File: config.mk
export PLATFORM = sky130hd
export DESIGN_NAME = proc_exec_unit
export DESIGN_NICKNAME = d
export VERILOG_FILES = /design/src/rtl/proc_pkg.sv /design/src/rtl/proc_seq_mul.sv /design/src/rtl/proc_exec_unit.sv
export SDC_FILE = /design/constraint.sdc
export NUM_CORES = 2
export LEC_CHECK = 0
export CORE_AREA = 2 2 273 275
export DETAILED_ROUTE_END_ITERATION = 16
export DIE_AREA = 0 0 275 277
export GPL_TIMING_DRIVEN = 0
export PLACE_DENSITY_LB_ADDON = 0.2
export SLEW_MARGIN = 20
export SYNTH_ARGS = -nofsm -noshare
export SYNTH_HDL_FRONTEND = slang
export SYNTH_HIERARCHICAL = 1
export SYNTH_SLANG_ARGS = --single-unit
File: constraint.sdc
create_clock -name clk -period 3.59 [get_ports clk]
set_input_delay 0.718 -clock clk [delete_from_list [all_inputs] [get_ports clk]]
set_output_delay 0.718 -clock clk [all_outputs]
set_load 0.03 [all_outputs]
File: src/rtl/proc_pkg.sv
// Shared definitions for the execute unit: instruction fields,
// opcodes, flag positions and controller states.
package proc_pkg;

  localparam int OP_HI   = 31;
  localparam int OP_LO   = 27;
  localparam int RD_HI   = 26;
  localparam int RD_LO   = 22;
  localparam int RS1_HI  = 21;
  localparam int RS1_LO  = 17;
  localparam int IMM_BIT = 16;
  localparam int RS2_HI  = 15;
  localparam int RS2_LO  = 11;
  localparam int ISRC_HI = 15;
  localparam int ISRC_LO = 0;

  localparam int F_SIGN  = 3;
  localparam int F_ZERO  = 2;
  localparam int F_OV    = 1;
  localparam int F_CARRY = 0;

  typedef enum logic [4:0] {
    OP_MOVSGPR = 5'd0,
    OP_MOV     = 5'd1,
    OP_ADD     = 5'd2,
    OP_SUB     = 5'd3,
    OP_MUL     = 5'd4,
    OP_OR      = 5'd5,
    OP_AND     = 5'd6,
    OP_XOR     = 5'd7,
    OP_NOT     = 5'd8
  } opcode_e;

  typedef enum logic [1:0] {
    IDLE = 2'd0,
    EXEC = 2'd1,
    MUL  = 2'd2,
    WB   = 2'd3
  } state_e;

endpackage

File: src/rtl/proc_seq_mul.sv
// Iterative shift-add unsigned multiplier, one partial
// product per cycle; done flags the final iteration.
module proc_seq_mul #(
  parameter int W = 16
) (
  input  logic           clk,
  input  logic           rst,
  input  logic           start,
  input  logic [W-1:0]   a,
  input  logic [W-1:0]   b,
  output logic           busy,
  output logic           done,
  output logic [2*W-1:0] prod
);

  localparam int CW = $clog2(W);

  logic [2*W-1:0] mcand;
  logic [W-1:0]   mplier;
  logic [CW-1:0]  cnt;

  assign done = busy && (cnt == CW'(W - 1));

  always_ff @(posedge clk) begin
    if (rst) begin
      mcand  <= '0;
      mplier <= '0;
      prod   <= '0;
      cnt    <= '0;
      busy   <= 1'b0;
    end else if (start) begin
      mcand  <= {{W{1'b0}}, a};
      mplier <= b;
      prod   <= '0;
      cnt    <= '0;
      busy   <= 1'b1;
    end else if (busy) begin
      if (mplier[0])
        prod <= prod + mcand;
      mcand  <= mcand << 1;
      mplier <= mplier >> 1;
      cnt    <= cnt + 1'b1;
      if (done)
        busy <= 1'b0;
    end
  end

endmodule

File: src/rtl/proc_exec_unit.sv
// Multi-cycle execute core: IR, GPR file, operand latches,
// IDLE/EXEC/MUL/WB controller, ALU and status flags.
module proc_exec_unit
  import proc_pkg::*;
#(
  parameter int DATA_W = 16,
  parameter int NREG   = 32
) (
  input  logic              clk,
  input  logic              sys_rst,
  input  logic              instr_valid,
  output logic              instr_ready,
  input  logic [31:0]       instr,
  output logic              done,
  output logic [3:0]        flags,
  output logic              illegal,
  output logic [DATA_W-1:0] sgpr,
  input  logic [4:0]        dbg_addr,
  output logic [DATA_W-1:0] dbg_data
);

  // Bit i set when register i exists; others read 0, ignore writes.
  localparam logic [31:0] REG_MASK = (NREG >= 32) ? 32'hFFFF_FFFF
                                   : ((32'd1 << NREG) - 32'd1);

  state_e              state;
  logic [31:0]         ir;
  logic [DATA_W-1:0]   gpr [32];
  logic [DATA_W-1:0]   a_q;
  logic [DATA_W-1:0]   b_q;

  logic [4:0]          op;
  logic [4:0]          rd;
  logic [4:0]          rs1;
  logic [4:0]          rs2;
  logic                imm;
  logic [15:0]         isrc;
  logic [DATA_W-1:0]   a_rd;
  logic [DATA_W-1:0]   b_rd;

  logic                mul_start;
  logic                mul_busy;
  logic                mul_done;
  logic [2*DATA_W-1:0] mul_prod;

  logic [DATA_W-1:0]   res;
  logic [DATA_W:0]     sum;
  logic                wr_gpr;
  logic                wr_sg;
  logic [DATA_W-1:0]   sg_new;
  logic                c;
  logic                ov;
  logic                ill;
  logic [3:0]          f_new;

  assign op   = ir[OP_HI:OP_LO];
  assign rd   = ir[RD_HI:RD_LO];
  assign rs1  = ir[RS1_HI:RS1_LO];
  assign rs2  = ir[RS2_HI:RS2_LO];
  assign imm  = ir[IMM_BIT];
  assign isrc = ir[ISRC_HI:ISRC_LO];

  assign a_rd = REG_MASK[rs1] ? gpr[rs1] : '0;
  assign b_rd = imm ? DATA_W'(isrc)
              : (REG_MASK[rs2] ? gpr[rs2] : '0);

  assign dbg_data = REG_MASK[dbg_addr] ? gpr[dbg_addr] : '0;

  assign instr_ready = (state == IDLE) && !mul_busy;
  assign mul_start   = (state == EXEC) && (op == OP_MUL);

  proc_seq_mul #(
    .W(DATA_W)
  ) u_mul (
    .clk   (clk),
    .rst   (sys_rst),
    .start (mul_start),
    .a     (a_rd),
    .b     (b_rd),
    .busy  (mul_busy),
    .done  (mul_done),
    .prod  (mul_prod)
  );

  always_comb begin
    res    = '0;
    sum    = '0;
    wr_gpr = 1'b1;
    wr_sg  = 1'b0;
    sg_new = sgpr;
    c      = 1'b0;
    ov     = 1'b0;
    ill    = 1'b0;
    case (op)
      OP_MOVSGPR: begin
        res = sgpr;
        c   = flags[F_CARRY];
        ov  = flags[F_OV];
      end
      OP_MOV: res = b_q;
      OP_ADD: begin
        sum = {1'b0, a_q} + {1'b0, b_q};
        res = sum[DATA_W-1:0];
        c   = sum[DATA_W];
        ov  = (a_q[DATA_W-1] == b_q[DATA_W-1])
           && (res[DATA_W-1] != a_q[DATA_W-1]);
      end
      OP_SUB: begin
        sum = {1'b0, a_q} - {1'b0, b_q};
        res = sum[DATA_W-1:0];
        c   = sum[DATA_W];
        ov  = (a_q[DATA_W-1] != b_q[DATA_W-1])
           && (res[DATA_W-1] != a_q[DATA_W-1]);
      end
      OP_MUL: begin
        res    = mul_prod[DATA_W-1:0];
        wr_sg  = 1'b1;
        sg_new = mul_prod[2*DATA_W-1:DATA_W];
        ov     = |mul_prod[2*DATA_W-1:DATA_W];
      end
      OP_OR:  res = a_q | b_q;
      OP_AND: res = a_q & b_q;
      OP_XOR: res = a_q ^ b_q;
      OP_NOT: res = ~a_q;
      default: begin
        wr_gpr = 1'b0;
        ill    = 1'b1;
      end
    endcase
    f_new = ill ? flags : {res[DATA_W-1], res == '0, ov, c};
  end

  always_ff @(posedge clk) begin
    if (sys_rst) begin
      state   <= IDLE;
      ir      <= '0;
      a_q     <= '0;
      b_q     <= '0;
      sgpr    <= '0;
      flags   <= '0;
      done    <= 1'b0;
      illegal <= 1'b0;
      for (int i = 0; i < 32; i++)
        gpr[i] <= '0;
    end else begin
      done    <= 1'b0;
      illegal <= 1'b0;
      case (state)
        IDLE: begin
          if (instr_valid && instr_ready) begin
            ir    <= instr;
            state <= EXEC;
          end
        end
        EXEC: begin
          // Sources are frozen here so rdst may alias rsrc1/rsrc2.
          a_q   <= a_rd;
          b_q   <= b_rd;
          state <= (op == OP_MUL) ? MUL : WB;
        end
        MUL: begin
          if (mul_done)
            state <= WB;
        end
        WB: begin
          if (wr_gpr && REG_MASK[rd])
            gpr[rd] <= res;
          if (wr_sg)
            sgpr <= sg_new;
          flags   <= f_new;
          done    <= 1'b1;
          illegal <= ill;
          state   <= IDLE;
        end
        default: state <= IDLE;
      endcase
    end
  end

endmodule

==> flow_metrics.py <==
metrics = {
    "clock_network": {
        "root_buffer": "clkbuf_16",
        "cts.sinks": 695,
        "clk-insertion-delay-late_ns": 0.67,
        "path_clk_slew_ns": 0.06,
        "cts_made_buffers": 77,
        "htreeDepth": 3,
        "cts_buffer_depth": 3,
        "cts_tree": "yes",
    },
    "yosys": {
        "synth_top_area_share_pct": 37.1,
        "synth_compound_area_share_pct": 6.37,
        "synthCells": 3304,
        "synthAdderAreaFrac_pct": 2.80,
        "synth_simple_gate_area_share_pct": 11.5,
        "synth-edff-count": 512,
        "synth_cell_type_count": 94,
        "synthTopCellsByArea": "edfxtp_1 (37%), mux4_2 (26%), dfxtp_1 (8.8%)",
        "ys_ff_latch": 695,
        "async_reset_ff_share_pct": 0,
        "yosysWarnings": 6,
        "ys_top_cells_by_count": "nor2_1 (704), edfxtp_1 (512), mux4_2 (480), nand2_1 (232), clkbuf_1 (206)",
        "yosysSeqAreaShare_pct": 46.0,
        "synth_top_area_cell": "edfxtp_1",
        "synth_ff_type": "edfxtp_1",
        "synth_nets": 3435,
        "synthMuxAreaShare_pct": 29.4,
        "yosysMostFrequentCell": "nor2_1",
        "synth_area_mm2": 0.0414,
        "synth_xor_area_share_pct": 0.635,
        "synth_top_family_by_area": "multiplexers",
        "synth_area_per_cell_um2": 12.5,
    },
    "timing": {
        "hold_ws_ns": 0.462,
        "relSlewSlack_pct": 21.6,
        "min_period_ns": 3.71,
        "hold_viol": 0,
        "timing.final.crit_share_pct": 103,
        "slew_violations": 0,
        "finalSetupViolCount": 28,
        "worst_pin_slew_ns": 1.18,
        "fin_skew_ns": 0.0375,
        "fmax_mhz": 270,
        "setup_slack_ns": -0.118,
        "grt_setup_unrepaired": "true",
    },
    "die": {
        "rows": 100,
        "start_util_pct": 56.3,
        "ios": 79,
        "dieArea_mm2": 0.0762,
        "die_h_um": 277,
        "core_region_area_mm2": 0.0736,
        "die_w_um": 275,
    },
    "global_route": {
        "grt_pass1_vias": 31700,
        "track_usage_pct": 42.9,
        "grt_pass1_wl_um": 227000,
        "grt_max_degree": 17,
        "grt-ovfl-total": 0,
        "antenna_found_initial": 6,
    },
    "drt": {
        "ant_nets": 0,
        "first_iter_violations": 5427,
        "vias": 32900,
        "routedWlPerCell_um": 35.9,
        "vias_per_cell": 7.27,
        "route.detailed.drc": 0,
        "wirelength_um": 163000,
        "drt_first_pass_iters": 8,
    },
    "pwr": {
        "switching_power_mw": 10.6,
        "finalPower_mw": 28.1,
        "p_int_mw": 17.5,
        "seq_power_share_pct": 33.8,
        "p_leak_nw": 16.0,
        "comb_power_share_pct": 37.8,
        "p_sw_share_pct": 37.8,
        "clockPowerShare_pct": 28.5,
        "power.density_mw_per_mm2": 593,
        "ir_worst_vdd_mv": 0.515,
    },
    "flow_run": {
        "maxCapViolations": 0,
    },
    "placed_design": {
        "hpwl_um": 119000,
        "port_buffers": 74,
        "gp_congestion": 1.05,
    },
    "critical_path": {
        "end_kind": "flip-flop",
        "path_common_cell": "mux4_2",
        "path_max_fanout": 10,
        "slowest_stage": "clkdlybuf4s15_1",
        "arrival_ns": 4.22,
        "cp_cell_sequence": "clkdlybuf4s15_1 > clkbuf_1 > mux4_2 > mux4_2 > mux2_2 > a21oi_1 > nor2_1",
        "max_stage_delay_ns": 0.84,
        "cp-start-kind": "flip-flop",
        "critPathKind": "reg -> reg",
        "worstPathRequired_ns": 4.11,
    },
    "finish": {
        "final_nets": 3631,
        "drive_gt1_share_pct": 27.1,
        "area_growth_pct": 14.6,
    },
    "status": {
        "outcome": "finished with violations",
        "violations": "negative setup slack",
    },
    "min_path": {
        "hp-class": "reg -> reg",
    },
}
## critical path: cells and delay by family, from the launching register on
| kind | cells | cell delay, ns |
|---|---|---|
| DFF | 1 | 0.36 |
| and+or+nand+nor | 1 | 0.05 |
| buffers and inverters | 2 | 1.52 |
| AOI/OAI and AO/OA | 1 | 0.17 |
| muxes | 3 | 1.48 |
## layout by cell type (no fill, tap or decap), drive strengths merged, types with 30 or more instances in the layout
cell / n
dfxtp: 183
nand2b: 43
ha: 88
nor2: 705
nand3: 30
mux2i: 100
clkdlybuf4s50: 57
edfxtp: 512
nand2: 232
a21oi: 161
mux4: 480
o21ai: 55
mux2: 32
buf: 121
clkbuf: 319
inv: 67
## flip-flops by register name (all words and copies together), names as in the netlist, named ones only
name          cells
flags             4
illegal           1
gpr             512
b_q              16
u_mul/busy        1
a_q              16
ir               32
u_mul/prod       32
sgpr             16
done              1
state             2
u_mul/cnt         4
u_mul/mcand      32
u_mul/mplier     16
## path summary, 6_finish.rpt
| path | from | to | slack (ns) | cells past startpoint |
|---|---|---|---|---|
| max | flip-flop | u_mul/mcand[4] | -0.12 | 7 |
| min | ir[1] | ir[1] | 0.46 | 2 |
| max reg2reg | flip-flop | u_mul/mcand[4] | -0.12 | 7 |
| min reg2reg | ir[1] | ir[1] | 0.46 | 2 |
## through the flow
stage                     util, %  cell area, um^2  worst slack, ns  TNS, ns  instances
after floorplan                 -            41400          0.00306        0       3304
after detailed placement     59.3            43600            -1.40  -352.67       4360
after CTS                    63.7            46900         -0.00973  -0.0177       4514
after global placement       58.9            43400            -1.59  -595.27       4347
final                        64.5            47500           -0.118    -1.04       4531
after global routing         64.5            47500          -0.0566   -0.740       4529
## kinds of logic after synthesis
kind of cell	Yosys count
xor gates and xnor gates	30
AOI/OAI and AO/OA	392
and+or+nand+nor	1135
buffers and inverters	349
DFF	695
adders and majority gates	91
muxes	612
## cell type report
cell class / instances / area [um^2]
buffer: 283 / 1630
inverter: 64 / 240
sequential: 695 / 19100
clock buffer: 107 / 2170
clock inverter: 32 / 312
tap: 969 / 1210
timing repair buffer: 119 / 1230
antenna: 2 / 5.00
multi-input combinational: 2260 / 21600
fill: 5523 / 26100
## per-layer routing
layer	global-route usage [%]	up-vias	wire (um)
met5	2.70	-	368
met1	50.6	16300	51000
li1	-	13000	-
met2	64.4	2868	72400
met4	30.3	16	15600
met3	16.0	742	23300
## timing repair
item                                    4_1_cts  5_1_grt
endpoints found under the setup margin      718      830
gates resized for setup                     276      163
pin swaps                                     8       10
setup buffers                                16       13
hold buffers                                  0        0
endpoints found under the hold margin         0        0
gates cloned                                  0        3
## power by group through the flow
stage	Clock, mW	Sequential (mW)	Combinational (mW)
floorplan	0	9.41	5.70
global placement	0	9.58	9.06
detailed placement	0	9.62	9.26
CTS	7.94	9.46	9.70
global route	8.25	9.52	10.8
finish	8.01	9.49	10.6
(Power assumes the default switching activity.)
